## src/rtl/trigger_hit_unit_pkg.sv

```systemverilog
// trigger_pkg: shared action/state encodings and default sizes for the trigger hit unit
package trigger_pkg;
  localparam int DEF_NUM_TRIGGERS = 4;
  localparam int DEF_NUM_SLOTS = 4;
  localparam int DEF_CNT_W = 8;
  typedef enum logic [3:0] {ACT_BKPT = 4'd0, ACT_DEBUG = 4'd1} trig_action_e;
  typedef enum logic [1:0] {IDLE, REQ, DEBUG} trig_state_e;
endpackage

```

## src/rtl/trigger_hit_unit_if.sv

```systemverilog
// trigger_hit_unit_if: action request handshake between the trigger hit unit and the core
interface trigger_hit_unit_if #(parameter int NT = 4);
  localparam int IW = NT > 1 ? $clog2(NT) : 1;
  logic req_valid;
  logic req_ready;
  logic [IW-1:0] req_index;
  logic [3:0] req_action;
  modport master(output req_valid, req_index, req_action, input req_ready);
  modport slave(input req_valid, req_index, req_action, output req_ready);
endinterface

```

## src/rtl/trigger_hit_unit_chain_eval.sv

```systemverilog
// trigger_chain_eval: per-trigger raw match, chain grouping and group match reported at each group end
module trigger_chain_eval #(
  parameter int NT = 4,
  parameter int NS = 4,
  localparam int SW = NS > 1 ? $clog2(NS) : 1,
  localparam int IW = NT > 1 ? $clog2(NT) : 1
) (
  input  logic [NT-1:0][NS-1:0] match_i,
  input  logic [NT-1:0]         trig_en,
  input  logic [NT-1:0]         trig_chain,
  input  logic [NT-1:0][SW-1:0] trig_slot_sel,
  output logic [NT-1:0]         grp_end,
  output logic [NT-1:0]         grp_match,
  output logic [NT-1:0][IW-1:0] end_idx
);
  logic [NT-1:0] raw, chn, pre;
  logic run;
  logic [IW-1:0] cur;
  always_comb begin
    raw = '0;
    chn = '0;
    pre = '0;
    run = 1'b1;
    grp_end = '0;
    grp_match = '0;
    for (int i = 0; i < NT; i++) begin
      for (int s = 0; s < NS; s++)
        if (int'(trig_slot_sel[i]) == s && match_i[i][s]) raw[i] = trig_en[i];
      chn[i] = trig_chain[i] && i != NT - 1;
      // pre[i]: every member from the group start up to i matched
      pre[i] = raw[i] && run;
      run = !chn[i] || pre[i];
      grp_end[i] = !chn[i];
      grp_match[i] = pre[i] && !chn[i];
    end
  end
  always_comb begin
    end_idx = '0;
    cur = '0;
    for (int i = NT - 1; i >= 0; i--) begin
      if (!chn[i]) cur = IW'(i);
      end_idx[i] = cur;
    end
  end
endmodule

```

## src/rtl/trigger_hit_unit.sv

```systemverilog
// trigger_hit_unit: resolves comparator matches into sticky hits and one prioritised action request; hit counter under TRIG_HIT_COUNT_EN
module trigger_hit_unit
  import trigger_pkg::*;
#(
  parameter int NUM_TRIGGERS = DEF_NUM_TRIGGERS,
  parameter int NUM_SLOTS = DEF_NUM_SLOTS,
  parameter int CNT_W = DEF_CNT_W,
  localparam int NT = NUM_TRIGGERS,
  localparam int SW = NUM_SLOTS > 1 ? $clog2(NUM_SLOTS) : 1,
  localparam int IW = NT > 1 ? $clog2(NT) : 1
) (
  input  logic                        clk,
  input  logic                        rst,
  input  logic [NT-1:0][NUM_SLOTS-1:0] match_i,
  input  logic                        match_valid,
  input  logic [NT-1:0]               trig_en,
  input  logic [NT-1:0]               trig_chain,
  input  logic [NT-1:0][3:0]          trig_action,
  input  logic [NT-1:0][SW-1:0]       trig_slot_sel,
  input  logic [NT-1:0][CNT_W-1:0]    count_limit,
  input  logic [NT-1:0]               hit_clr,
  output logic [NT-1:0]               hit,
  trigger_hit_unit_if.master          bus,
  input  logic                        debug_resume,
  output logic                        in_debug
);
  trig_state_e state, state_nxt;
  logic [NT-1:0] grp_end, grp_match, fire, hit_set;
  logic [NT-1:0][IW-1:0] end_idx;
  logic eval, hold, req_fire;
  logic [IW-1:0] win_idx;
  trigger_chain_eval #(.NT(NT), .NS(NUM_SLOTS)) u_eval (
    .match_i(match_i),
    .trig_en(trig_en),
    .trig_chain(trig_chain),
    .trig_slot_sel(trig_slot_sel),
    .grp_end(grp_end),
    .grp_match(grp_match),
    .end_idx(end_idx)
  );
  assign hold = state == REQ && !bus.req_ready;
  // a breakpoint handshake may evaluate again in the same cycle; a debug handshake may not
  assign eval = match_valid && (state == IDLE ||
                (state == REQ && bus.req_ready && bus.req_action == ACT_BKPT));
`ifdef TRIG_HIT_COUNT_EN
  localparam logic [CNT_W:0] ONE = 1;
  logic [NT-1:0][CNT_W-1:0] cnt;
  logic [NT-1:0] lim_ok;
  always_comb begin
    lim_ok = '0;
    for (int k = 0; k < NT; k++) lim_ok[k] = {1'b0, cnt[k]} + ONE >= {1'b0, count_limit[k]};
  end
  always_ff @(posedge clk)
    for (int k = 0; k < NT; k++)
      if (!rst || !trig_en[k] || !grp_end[k]) cnt[k] <= '0;
      else if (eval && grp_match[k]) cnt[k] <= lim_ok[k] ? '0 : &cnt[k] ? cnt[k] : cnt[k] + CNT_W'(1);
  assign fire = eval ? grp_match & lim_ok : '0;
`else
  logic unused_cfg;
  assign unused_cfg = ^{count_limit, grp_end};
  assign fire = eval ? grp_match : '0;
`endif
  // descending scan so the lowest requesting group is the one left standing
  always_comb begin
    hit_set = '0;
    req_fire = 1'b0;
    win_idx = '0;
    for (int i = NT - 1; i >= 0; i--) begin
      hit_set[i] = fire[end_idx[i]];
      if (fire[i] && trig_action[i] <= ACT_DEBUG) begin
        req_fire = 1'b1;
        win_idx = IW'(i);
      end
    end
  end
  always_comb begin
    state_nxt = state;
    if (state == IDLE) state_nxt = req_fire ? REQ : IDLE;
    else if (state == REQ)
      state_nxt = !bus.req_ready ? REQ : bus.req_action == ACT_DEBUG ? DEBUG : req_fire ? REQ : IDLE;
    else state_nxt = debug_resume ? IDLE : DEBUG;
  end
  always_ff @(posedge clk)
    if (!rst) begin
      state <= IDLE;
      hit <= '0;
      bus.req_index <= '0;
      bus.req_action <= '0;
    end else begin
      state <= state_nxt;
      if (!hold) hit <= (hit & ~hit_clr) | hit_set;
      if (req_fire) begin
        bus.req_index <= win_idx;
        bus.req_action <= trig_action[win_idx];
      end
    end
  assign bus.req_valid = state == REQ;
  assign in_debug = state == DEBUG;
endmodule
```

## src/flat_wrapper.sv

```systemverilog
// flat-port wrapper written by rule: the top's interface ports become plain ports
module trigger_hit_unit_flat import trigger_pkg::*;
#(
  parameter int NUM_TRIGGERS = DEF_NUM_TRIGGERS,
  parameter int NUM_SLOTS = DEF_NUM_SLOTS,
  parameter int CNT_W = DEF_CNT_W,
  localparam int NT = NUM_TRIGGERS,
  localparam int SW = NUM_SLOTS > 1 ? $clog2(NUM_SLOTS) : 1,
  localparam int IW = NT > 1 ? $clog2(NT) : 1
)
  (clk, rst, match_i, match_valid, trig_en, trig_chain, trig_action, trig_slot_sel, count_limit, hit_clr, hit, debug_resume, in_debug, bus_req_valid, bus_req_index, bus_req_action, bus_req_ready);
  trigger_hit_unit_if bus_i ();
  input  logic clk;
  input  logic rst;
  input  logic [NT-1:0][NUM_SLOTS-1:0] match_i;
  input  logic match_valid;
  input  logic [NT-1:0] trig_en;
  input  logic [NT-1:0] trig_chain;
  input  logic [NT-1:0][3:0] trig_action;
  input  logic [NT-1:0][SW-1:0] trig_slot_sel;
  input  logic [NT-1:0][CNT_W-1:0] count_limit;
  input  logic [NT-1:0] hit_clr;
  output logic [NT-1:0] hit;
  input  logic debug_resume;
  output logic in_debug;
  output wire logic [$bits(bus_i.req_valid)-1:0] bus_req_valid;
  output wire logic [$bits(bus_i.req_index)-1:0] bus_req_index;
  output wire logic [$bits(bus_i.req_action)-1:0] bus_req_action;
  input wire logic [$bits(bus_i.req_ready)-1:0] bus_req_ready;
  assign bus_req_valid = bus_i.req_valid;
  assign bus_req_index = bus_i.req_index;
  assign bus_req_action = bus_i.req_action;
  assign bus_i.req_ready = bus_req_ready;
  trigger_hit_unit #(.NUM_TRIGGERS(NUM_TRIGGERS), .NUM_SLOTS(NUM_SLOTS), .CNT_W(CNT_W)) u_core (.clk(clk), .rst(rst), .match_i(match_i), .match_valid(match_valid), .trig_en(trig_en), .trig_chain(trig_chain), .trig_action(trig_action), .trig_slot_sel(trig_slot_sel), .count_limit(count_limit), .hit_clr(hit_clr), .hit(hit), .bus(bus_i), .debug_resume(debug_resume), .in_debug(in_debug));
endmodule
```

## config.mk

```make
export PLATFORM = sky130hd
export DESIGN_NAME = trigger_hit_unit_flat
export DESIGN_NICKNAME = d
export VERILOG_FILES = /design/src/rtl/trigger_hit_unit_pkg.sv /design/src/rtl/trigger_hit_unit_if.sv /design/src/rtl/trigger_hit_unit_chain_eval.sv /design/src/rtl/trigger_hit_unit.sv /design/src/flat_wrapper.sv
export SDC_FILE = /design/constraint.sdc
export NUM_CORES = 1
export LEC_CHECK = 0
export ABC_AREA = 1
export CORE_UTILIZATION = 29
export CTS_BUF_LIST = sky130_fd_sc_hd__clkbuf_4
export CTS_CLUSTER_DIAMETER = 80
export DETAILED_ROUTE_END_ITERATION = 10
export PLACE_DENSITY = 0.82
export SYNTH_ARGS = -nofsm -noshare
export SYNTH_HDL_FRONTEND = slang
export SYNTH_SLANG_ARGS = --single-unit
export TNS_END_PERCENT = 10
```

## constraint.sdc

```tcl
create_clock -name clk -period 2 [get_ports clk]
set_input_delay 0.6 -clock clk [delete_from_list [all_inputs] [get_ports clk]]
set_output_delay 0.6 -clock clk [all_outputs]
set_load 0.03 [all_outputs]
```

==> results of run 1 <==
worst paths after layout:
kind,to,cells after the start,from,slack [ns]
setup / recovery,bus_req_action[1],1,u_core.bus.req_action[1]$_SDFFE_PN0P_,0.04
hold reg to reg,u_core.hit[3]$_SDFFE_PN0N_,2,u_core.hit[3]$_SDFFE_PN0N_,0.48
setup reg to reg,u_core.bus.req_action[0]$_SDFFE_PN0P_,15,u_core.bus.req_action[3]$_SDFFE_PN0P_,0.17
hold / removal,u_core.hit[3]$_SDFFE_PN0N_,2,u_core.hit[3]$_SDFFE_PN0N_,0.48
final cells by class:
class                           instances  share of cell area
Sequential cell                        12               0.117
Inverter                               30              0.0548
Clock inverter                          1             0.00183
Tap cell                               44              0.0268
Multi-Input combinational cell         96               0.356
Clock buffer                            3              0.0110
Timing Repair Buffer                   88               0.432
synth_stat cells, drive strengths merged (3+ instances only):
master / number / share of area
nor2: 12 / 0.073
o21ai: 9 / 0.058
dfxtp: 12 / 0.25
nand2: 31 / 0.17
nor3: 7 / 0.053
o211ai: 3 / 0.023
nor3b: 3 / 0.023
nand4: 9 / 0.080
inv: 30 / 0.12
a21oi: 5 / 0.026
nand3: 10 / 0.067
power by group:
| group | switching, mW | internal (mW) |
|---|---|---|
| sequential | 0.00292 | 0.244 |
| combinational | 0.108 | 0.155 |
| clock | 0.0874 | 0.0725 |
sequential cells by signal, indices dropped and copies added (netlist names):
register,cells
u_core.bus.req_action,4
u_core.hit,4
u_core.state,2
u_core.bus.req_index,2
routing by layer:
metal  vias to the layer above  global-route usage
li1                        644                   -
met4                         0              0.0498
met3                         2              0.0281
met5                         -                   0
met2                        37               0.316
met1                       562               0.167
through the flow:
step / instance area (um^2) / power [mW] / TNS (ns) / instances / hold WS (ns)
after floorplan: 965 / 0.332 / 0 / 138 / 0.590
after detailed placement: 1820 / 0.489 / -4.23 / 266 / 0.474
final: 2050 / 0.669 / 0 / 274 / 0.482
after global routing: 2050 / 0.704 / -0.111 / 274 / 0.505
after global placement: 1820 / 0.485 / -3.53 / 266 / 0.462
after CTS: 1860 / 0.643 / -0.802 / 270 / 0.483
repair_timing:
action | in CTS | in global routing
buffers inserted | 0 | 4
setup endpoints to repair | 12 | 12
resized for setup | 5 | 43
pin swaps | 0 | 25
kinds of logic after synthesis:
kind of cell | after synthesis | share of synthesized area
flip-flops | 12 | 0.249
AO/OA/AOI/OAI | 23 | 0.158
buffers and inverters | 30 | 0.117
AND/OR/NAND/NOR | 73 | 0.476
==> summary.md, run 1 <==
The run gives 0 as the number of diodes. The highest metal layer carrying signal wires in the routed design is met4. The number of synthesized flops with an enable pin works out to 0. The violation count after the first detailed-route iteration is 37, and the hold buffer count at cts is 0. The H-tree depth was 1. After synthesis the cells add up to 965 um^2. For the wire length of the first global-routing pass, the log shows 4350 um. Flip-flop and latch count after synthesis: 12.

The logs give 0.160 for the total global-route track usage and 227 for the net count after synthesis. The per-cell routed wire length was 10.9 um; the total number of yosys warnings was 0. For this block, wires on met1 add up to 1160 um.

The share of the clock period used by the worst path after layout came out at 0.979. Leaving out fill and tap cells, the most frequent cell in the layout is clkdlybuf4s50_1. The run gives 0.0415 ns as the worst-case setup margin in the final layout.

Dividing total power by cell area gives a power density of 326 mW/mm^2. The run gives 1111 as the number of global-route vias before repair. In this design, the stage delay of the slowest critical-path cell is 0.69 ns.

No sink is reached through more buffers than the 2 on the longest clock path. For the required time of the worst setup path, the log shows 1.40 ns. The leakage power total was 1.08 nW; the setup skew after layout was 0.0133 ns. Port buffer count: 67. The fraction of layout cells with a size suffix above 1 works out to 0.313. After clock tree synthesis, the clock-pin slew on the worst setup and hold paths is 0.09 ns. Setup repair after global routing could not meet its margin everywhere.

For the insertion delay of the later-clocked pin in the worst-skew pair, the log shows 0.29 ns. The logs give 0.00310 mm^2 for the area inside the core boundary and 0 for the initial antenna violation count. The sequential-to-total area share from yosys stat was 0.249.

The die is 59.7 um wide. The multi-input combinational cells in the finished layout cover a total of 732 um^2. The headroom to the max-slew limit is 0.790.

The detail route stage leaves a number of antenna-violating nets equal to 0. The logs give 0 for the final number of setup-violating endpoints and 1.36 ns for the data arrival time of the critical path. Number of buffers and inverters on the critical path: 1.

Summed over all layers, the routed wires come to 2970 um. Leaving out fill and tap cells, the most frequent cells in the layout are clkdlybuf4s50_1, inv_1, dlymetal6s2s_1, buf_4, nand2_1. The tools report the fraction of the core area covered by cells at the end of the flow as 0.662. The routed layout has 1245 vias. The run gives 0 as the hold violation count in the final report. The clock sink total was 12; the total met3 wirelength after detailed routing was 152 um. The flip-flop and latch area is 240 um^2. Synthesis handed over a netlist of 138 instances. The number of buffers created by CTS was 3. The worst-case IR drop observed on VDD is 0.195 mV. The met2 wire length was 1640 um. Buffer cell driving the clock tree root: clkbuf_4. Pin placement for this block handled 101 I/O pins. Timing would allow up to 511 MHz. The worst setup path is captured at a primary output. For this run the aggregate overflow at the end of global routing stands at 0.

Compared with the post-synthesis result, the final layout area differs by 113%. The maximum fanout count along the critical path came out at 4. The first detailed-routing pass ran for 4 iterations. The logs give 20 for the count of standard-cell rows and -0.456 ns for the post-place setup slack. The largest net degree at the start of global routing is 8. The run finished with clean final reports.

Among all stages on the critical path, the largest delay is contributed by clkdlybuf4s50_1. The per-instance average area after synthesis is 6.99 um^2. The congestion estimate from routability-driven global placement came to 0.708. The transition time of the tightest slew-check pin is 0.314 ns.

The routed design could run at a clock period as short as 1.96 ns. In the synthesized netlist the dominant register cell turns out to be dfxtp_1. The share of synthesized registers carrying an async set or reset is 0, and the half-perimeter wire length after placement is 2270 um.

Top cell family by delay on the critical path: buffers and inverters. The class of the worst hold path is flop to flop. Final number of max-transition violations: 0.

Full die area: 0.00356 mm^2. The critical path goes through clkdlybuf4s50_1. The floorplan die height came out at 59.7 um. Across the run, the number of max-cap violations was 0. TritonCTS built the clock tree. After synthesis, the netlist uses 30 different library cells. Effective utilization at floorplan: 0.311. The critical path is of the flop to primary output type. After filler insertion, the fill cell instance count of the layout stands at 251. Dividing the detail-routed via count by the number of cells gives 4.54. In the routed design, unresolved DRC markers number 0. The net count of the finished layout is 320.

STA classifies the critical path startpoint as a flop.
Power figures use the tool's default switching activity.
==> inputs of run 2 (changes only) <==
--- a/config.mk
+++ b/config.mk
@@ -6,11 +6,13 @@
 export NUM_CORES = 1
 export LEC_CHECK = 0
 export ABC_AREA = 1
+export CORE_ASPECT_RATIO = 0.7
 export CORE_UTILIZATION = 29
 export CTS_BUF_LIST = sky130_fd_sc_hd__clkbuf_4
 export CTS_CLUSTER_DIAMETER = 80
 export DETAILED_ROUTE_END_ITERATION = 10
 export PLACE_DENSITY = 0.82
+export REMOVE_ABC_BUFFERS = 1
 export SYNTH_ARGS = -nofsm -noshare
 export SYNTH_HDL_FRONTEND = slang
 export SYNTH_SLANG_ARGS = --single-unit
==> summary.md, run 2 (synthesis results as in run 1) <==
The tools report the area inside the core boundary as 0.00317 mm^2 (+2.1%). The headroom to the max-slew limit is 0.765 (-0.0255). Transition time of the tightest slew-check pin: 0.352 ns (+0.0374 ns). The violation count after the first detailed-route iteration was 59 (+59%); the per-cell routed wire length was 11.5 um (+6.2%).

The number of design rule violations left after detail routing came out at 0 (unchanged). The start-to-end type of the worst setup path was input port to flop. TritonCTS built the clock tree. The die outline width works out to 70.9 um (+19%). The fraction of layout cells with a size suffix above 1 is 0.298 (-0.0153), and the remaining antenna violation count is 0 (unchanged). The most common cell type on the critical path was nand3_2.

For the fill cell instance count of the final layout, the log shows 266 (+6.0%). Final period demand of the worst path: 1.96 ns (+0.000281 ns). The largest registers in the layout are u_core.bus.req_action (4), u_core.hit (4). The via count came out at 1208 (-3.0%). The tools report the maximum clock rate as 511 MHz (about the same).

The run gives 0 (unchanged) as the final number of max-transition violations. The tools report the half-perimeter wire length after placement as 2270 um (-0.14%). The effective utilization at floorplan came out at 0.304 (-0.00650).

The post-synthesis to final-layout area growth works out to 106%. The flip-flop and latch area was 240 um^2 (unchanged). The largest incremental delay on the critical path works out to 0.45 ns (-0.24 ns).

The share of the clock period used by the worst path after layout is 0.979 (about the same). The clock transition at the registers of the reported paths is 0.07 ns (-0.02 ns). The logs give 0.267 mV (+37%) for the maximum ir drop on the vdd rail and 3 (unchanged) for the number of buffers created by CTS. The post-route worst hold slack is 0.475 ns (-0.00762 ns), and the number of buffers on the longest clock path is 2 (unchanged). For the wire length of the first global-routing pass, the log shows 4370 um (+0.48%). The top-level port count is 101 (unchanged), and the max-cap violation count is 0 (unchanged). The total number of nets in the final design is 315 (-1.6%). Total power divided by cell area: 324 mW/mm^2 (-0.44%). The full die area was 0.00356 mm^2 (+0.10%).

The clock sink total was 12 (unchanged); the maximum fanout count along the critical path was 3 (-1). The total global-route track usage is 0.154 (-0.00562). Kind of launch point of the worst setup path: an input port.

The detailed-router iteration count before antenna repair was 6 (+2). The hold violation count in the final report was 0 (unchanged). The top cell family by delay on the critical path is simple AND/OR/NAND/NOR gates.

The initial antenna violation count was 0 (unchanged). Floorplan die height: 50.3 um (-16%). The tools report the H-tree depth as 1 (unchanged). The leakage power total was 1.05 nW (-2.4%); the remaining global-route overflow was 0 (unchanged). STA classifies the critical path endpoint as a flop.

The largest net degree at the start of global routing came out at 8 (unchanged). The insertion delay of the later-clocked pin in the worst-skew pair was 0.27 ns (-0.02 ns); the required time of the worst setup path was 2.22 ns (+0.82 ns). The signal on the critical path passes through clkdlybuf4s50_1 -> inv_1 -> o21ai_2 -> nand3_2 -> nor2_4 -> nand4_4 -> nand2_4 -> nand2_4 -> nand2_2 -> nand3_2 -> nand3_2 -> nand2_1 -> inv_1. The logs give 0 (unchanged) for the number of diodes and 0 (unchanged) for the final number of setup-violating endpoints. The port buffer count was 67 (unchanged).

The data arrival time of the critical path came out at 2.18 ns (+0.82 ns). The average via count per standard cell was 4.59 (+1.1%). The run gives 0 (unchanged) as the hold buffer count at cts. The path class of the tightest hold or removal check is flop to flop. Number of global-route vias before repair: 1086 (-2.3%). The flow ran to the end, and the final reports show no timing, DRC or antenna violations.

The area of the multi-input gates is 722 um^2 (-1.4%), and the count of standard-cell rows is 17 (-15%). The most common library cell in the layout ignoring fill and taps was clkdlybuf4s50_1. The library cells used most frequently in the layout, excluding fill and tap cells, are clkdlybuf4s50_1, inv_1, dlymetal6s2s_1, buf_4, nand2_1. The fraction of the core area covered by cells at the end of the flow came out at 0.628 (-0.0340).

The buffer cell driving the clock tree root was clkbuf_4. The logs give 0.00416 ns (-0.00918 ns) for the setup skew after layout and 0.723 (+2.1%) for the routability congestion estimate. Cell with the largest stage delay on the worst path: clkdlybuf4s50_1. The routed wire length was 3030 um (+1.9%); the number of buffers and inverters on the critical path was 3 (+2).
run 2: final timing paths:
path,from,endpoint,slack (ns),depth (start not counted)
hold reg to reg,u_core.hit[3]$_SDFFE_PN0N_,u_core.hit[3]$_SDFFE_PN0N_,0.47,2
setup reg to reg,u_core.bus.req_action[3]$_SDFFE_PN0P_,u_core.bus.req_action[0]$_SDFFE_PN0P_,0.20,14
setup / recovery,match_i[12],u_core.bus.req_action[0]$_SDFFE_PN0P_,0.04,13
hold / removal,u_core.hit[3]$_SDFFE_PN0N_,u_core.hit[3]$_SDFFE_PN0N_,0.47,2
run 2: where the power goes:
group	internal (mW)	switching, mW
combinational	0.144	0.106
sequential	0.244	0.00305
clock	0.0722	0.0772
run 2: cell type report:
cell class | count | share of cell area
Inverter | 30 | 0.0578
Tap cell | 38 | 0.0239
Sequential cell | 12 | 0.121
Clock inverter | 1 | 0.00189
Timing Repair Buffer | 83 | 0.422
Multi-Input combinational cell | 96 | 0.363
Clock buffer | 3 | 0.0113
run 2: metal layers:
metal / wire [um] / track usage / vias up
met1: 1260 / 0.185 / 532
met5: 0 / 0 / -
li1: - / - / 635
met4: 37 / 0.0200 / 0
met3: 158 / 0.0422 / 4
met2: 1570 / 0.282 / 37
run 2: metrics by stage:
| step | total power [mW] | cells | TNS, ns | setup WS, ns | area, um^2 |
|---|---|---|---|---|---|
| after global routing | 0.684 | 263 | -0.0389 | -0.0389 | 1990 |
| after floorplan | 0.332 | 138 | 0 | 0.206 | 965 |
| final | 0.646 | 263 | 0 | 0.0412 | 1990 |
| after CTS | 0.633 | 262 | -0.396 | -0.104 | 1820 |
| after detailed placement | 0.486 | 258 | -3.86 | -0.447 | 1800 |
| after global placement | 0.483 | 258 | -3.46 | -0.409 | 1800 |
run 2: repair_timing:
action                     4_1_cts  5_1_grt
pin swaps                        1       31
setup endpoints to repair       11       10
setup buffers                    0        1
hold endpoints to repair         0        0
resized for setup                3       50
cloned                           0        0
run 2: worst register-to-register path: cells and delay by family, from the launching register on:
kind	cells	cell delay (ns)
flip-flops	1	0.32
AO/OA/AOI/OAI	1	0.12
buffers and inverters	1	0.03
AND/OR/NAND/NOR	12	1.24
==> inputs of run 3 (changes only) <==
--- a/config.mk
+++ b/config.mk
@@ -5,9 +5,8 @@
 export SDC_FILE = /design/constraint.sdc
 export NUM_CORES = 1
 export LEC_CHECK = 0
-export ABC_AREA = 1
 export CORE_ASPECT_RATIO = 0.7
-export CORE_UTILIZATION = 29
+export CORE_UTILIZATION = 26
 export CTS_BUF_LIST = sky130_fd_sc_hd__clkbuf_4
 export CTS_CLUSTER_DIAMETER = 80
 export DETAILED_ROUTE_END_ITERATION = 10
==> summary.md, run 3 <==
The flow ran to the end, and the final reports show no timing, DRC or antenna violations. Transition time of the tightest slew-check pin: 0.326 ns (-0.0255 ns). The per-cell routed wire length works out to 13.9 um (+21%). The top cell types in the final layout, fill and taps aside, are clkdlybuf4s50_1, buf_4, dfxtp_1, dlymetal6s2s_1.

The total number of nets in the final design was 266 (-16%); the floorplan die height was 48.4 um (-3.8%). The maximum fanout count along the critical path was 5 (+2). The run gives 0 (unchanged) as the hold buffer count at cts.

By area the synthesized netlist is led by dfxtp_1, mux4_2, nand2_1, nor2b_1, o32ai_4. Sequential-to-total area share from yosys stat: 0.301 (+0.0519). The number of synthesized flops with an enable pin came out at 0 (unchanged).

In the synthesized netlist, the cells that appear most often are dfxtp_1, nand2_1, nor2b_1. The routed wire length was 2960 um (-2.5%). The area fraction of the dominant cell type after synthesis is 0.301 (+0.0519). The switching fraction of total power was 0.291 (+0.00271); the final number of max-transition violations was 0 (unchanged). The most critical setup path has its endpoint at u_core.state[0]$_SDFF_PN0_.

TritonCTS built the clock tree. The logs give 0 (unchanged) for the number of design rule violations left after detail routing and 0 (unchanged) for the max-cap violation count. The hold violation count in the final report came out at 0 (unchanged). The total global-route track usage came out at 0.197 (+0.0429). The logs give 0.846 nW (-20%) for the leakage power total and 798 um^2 (-17%) for the post-synthesis instance area. The average via count per standard cell is 4.83 (+5.3%), and the setup skew after layout is 0.00567 ns (+0.00151 ns). The logs give 0.753 (+4.2%) for the routability congestion estimate and 2 (unchanged) for the number of buffers on the longest clock path.

The setup path with the least slack is of type input port to flop. The min-delay analysis places its worst path in the category flop to flop. The internal power is 0.484 mW (+5.5%).

Required time of the worst setup path: 2.19 ns (-0.03 ns). The logs give 35 (-41%) for the violation count after the first detailed-route iteration and 0.00286 mm^2 (-9.7%) for the area inside the core boundary. The logs give 0.00330 mm^2 (-7.4%) for the full die area and 1 (unchanged) for the H-tree depth. Wire length of the first global-routing pass: 4910 um (+12%). The run gives 8 (unchanged) as the largest net degree at the start of global routing. The most critical setup path has its startpoint at match_i[0].

The clock transition at the registers of the reported paths works out to 0.09 ns (+0.02 ns). The tools report the number of global-route vias before repair as 1090 (+0.37%). The tools report the net switching power of the design as 0.199 mW (+6.9%).

In this run the critical register-to-register path is launched from u_core.bus.req_action[3]$_SDFFE_PN0P_. The final sum of negative setup slack was 0 ns (unchanged). The library cell used most frequently in the layout, excluding fill and tap cells, is clkdlybuf4s50_1.

The logs give 509 MHz (-0.26%) for the maximum clock rate and 2.15 ns (-0.03 ns) for the data arrival time of the critical path. The maximum ir drop on the vdd rail is 0.363 mV (+36%), and the port buffer count is 67 (unchanged). Largest area contributor in the synthesized netlist: dfxtp_1. The total power divided by cell area came out at 378 mW/mm^2 (+17%). The endpoint of the worst-slack reg-to-reg timing path is u_core.bus.req_action[1]$_SDFFE_PN0P_. The share of the clock period used by the worst path after layout is 0.982 (+0.00251), and the remaining antenna violation count is 0 (unchanged). Half-perimeter wire length after placement: 2340 um (+3.0%). The depth of the worst register-to-register path was 6 (-8); the fill cell instance count of the final layout was 226 (-15%). Die outline width: 68.2 um (-3.8%). The run gives 12 (unchanged) as the clock sink total.

Setup repair after global routing could not meet its margin everywhere. dfxtp_1 is the most common cell in the netlist. The per-instance average area after synthesis works out to 9.07 um^2 (+30%). The tools report the buffer cell driving the clock tree root as clkbuf_4. The detailed-router iteration count before antenna repair was 4 (-2); the initial antenna violation count was 0 (unchanged). The flip-flop and latch count after synthesis is 12 (unchanged).

The post-route worst hold slack was 0.501 ns (+0.0259 ns); the portion of total power attributed to combinational logic was 0.391 (+0.004). For the gate count of the mapped netlist, the log shows 88 (-36%). In the final layout, the registers with the most flip-flops are u_core.bus.req_action (4), u_core.hit (4).

The tools report the top-level port count as 101 (unchanged). Kind of launch point of the worst setup path: an input port. STA classifies the critical path endpoint as a flop. The number of buffers created by CTS was 3 (unchanged).

Final number of setup-violating endpoints: 0 (unchanged). Worst reg-to-reg setup slack: 0.12 ns (-0.08 ns). The remaining global-route overflow came out at 0 (unchanged). The number of diodes is 0 (unchanged), and the share of power burned in registers is 0.361 (-0.021). The tools report the part of the total power dissipated in the clock network as 0.248 (+0.017). The count of standard-cell rows was 16 (-1); the final period demand of the worst path was 1.96 ns (+0.00502 ns).

The fraction of layout cells with a size suffix above 1 came out at 0.290 (-0.00801). Critical hold path startpoint: u_core.bus.req_index[1]$_SDFFE_PN0P_. The insertion delay of the later-clocked pin in the worst-skew pair is 0.29 ns (+0.02 ns). The effective utilization at floorplan is 0.279 (-0.0255), and the total number of yosys warnings is 0 (unchanged).

The dominant synthesized flop cell is dfxtp_1. The via count is 1025 (-15%). Relative to the synthesized area, the layout overhead comes to 126%. The headroom to the max-slew limit was 0.782 (+0.0175). The share of synthesized registers carrying an async set or reset was 0 (unchanged); the count of unique library cells instantiated by Yosys was 38 (+27%).
run 3: critical path: stages:
cell and delay [ns]:
clkdlybuf4s50_1 0.44, mux2i_2 0.25, o221ai_4 0.20, nand4_1 0.16, buf_6 0.13, buf_4 0.10, nand3_1 0.08, o21a_1 0.18
run 3: through the flow:
stage / worst slack [ns] / cell area, um^2 / util / cells / power (mW)
after floorplan: -0.0518 / 795 / - / 87 / 0.330
after global placement: -0.633 / 1610 / 0.562 / 203 / 0.482
after detailed placement: -0.673 / 1610 / 0.562 / 203 / 0.488
after CTS: -0.0135 / 1710 / 0.597 / 209 / 0.666
after global routing: -0.00632 / 1810 / 0.632 / 212 / 0.714
final: 0.0362 / 1810 / 0.632 / 212 / 0.684
run 3: cell families (layout without fill, tap and decap cells):
kind of cell	after synthesis	count (layout)	share of synthesized area
compound gates	25	25	0.263
flops	12	12	0.301
mux	5	5	0.110
simple gates	41	41	0.303
buf+inv	5	93	0.0235
run 3: worst min-delay path by stage:
stage                                           endpoint  slack [ns]  depth (start not counted)
floorplan                     u_core.state[1]$_SDFF_PP0_        0.53                          2
global placement    u_core.bus.req_index[1]$_SDFFE_PN0P_        0.47                          1
detailed placement  u_core.bus.req_index[1]$_SDFFE_PN0P_        0.47                          1
CTS                 u_core.bus.req_index[1]$_SDFFE_PN0P_        0.50                          1
global route        u_core.bus.req_index[1]$_SDFFE_PN0P_        0.52                          1
finish              u_core.bus.req_index[1]$_SDFFE_PN0P_        0.50                          1
run 3: layer usage:
| layer | global-route usage | vias up | share of wire |
|---|---|---|---|
| met5 | 0 | - | 0 |
| met2 | 0.358 | 36 | 0.50 |
| met1 | 0.222 | 469 | 0.43 |
| met3 | 0.0613 | 4 | 0.063 |
| li1 | - | 516 | - |
| met4 | 0.0347 | 0 | 0.0071 |
run 3: cell type report:
type / count / area, um^2 / area share
clock buffers: 3 / 22.5 / 0.0125
clock inverters: 1 / 3.75 / 0.00208
inverters: 4 / 15.0 / 0.00830
multi-input cells: 71 / 667 / 0.369
flip-flops and latches: 12 / 240 / 0.133
well taps: 36 / 45.0 / 0.0249
repair buffers: 85 / 815 / 0.451
run 3: repair_timing:
item                                    4_1_cts  5_1_grt
endpoints found under the setup margin       14       14
pin swaps                                    16       13
buffers inserted                              2        3
gates resized for setup                      31       35
run 3: power groups by stage:
stage / registers [mW] / logic (mW) / clock network [mW]
2_1_floorplan: 0.261 / 0.0696 / 0
4_1_cts: 0.247 / 0.253 / 0.166
5_1_grt: 0.247 / 0.286 / 0.181
6_report: 0.247 / 0.267 / 0.170
3_5_place_dp: 0.252 / 0.236 / 0
3_3_place_gp: 0.252 / 0.231 / 0
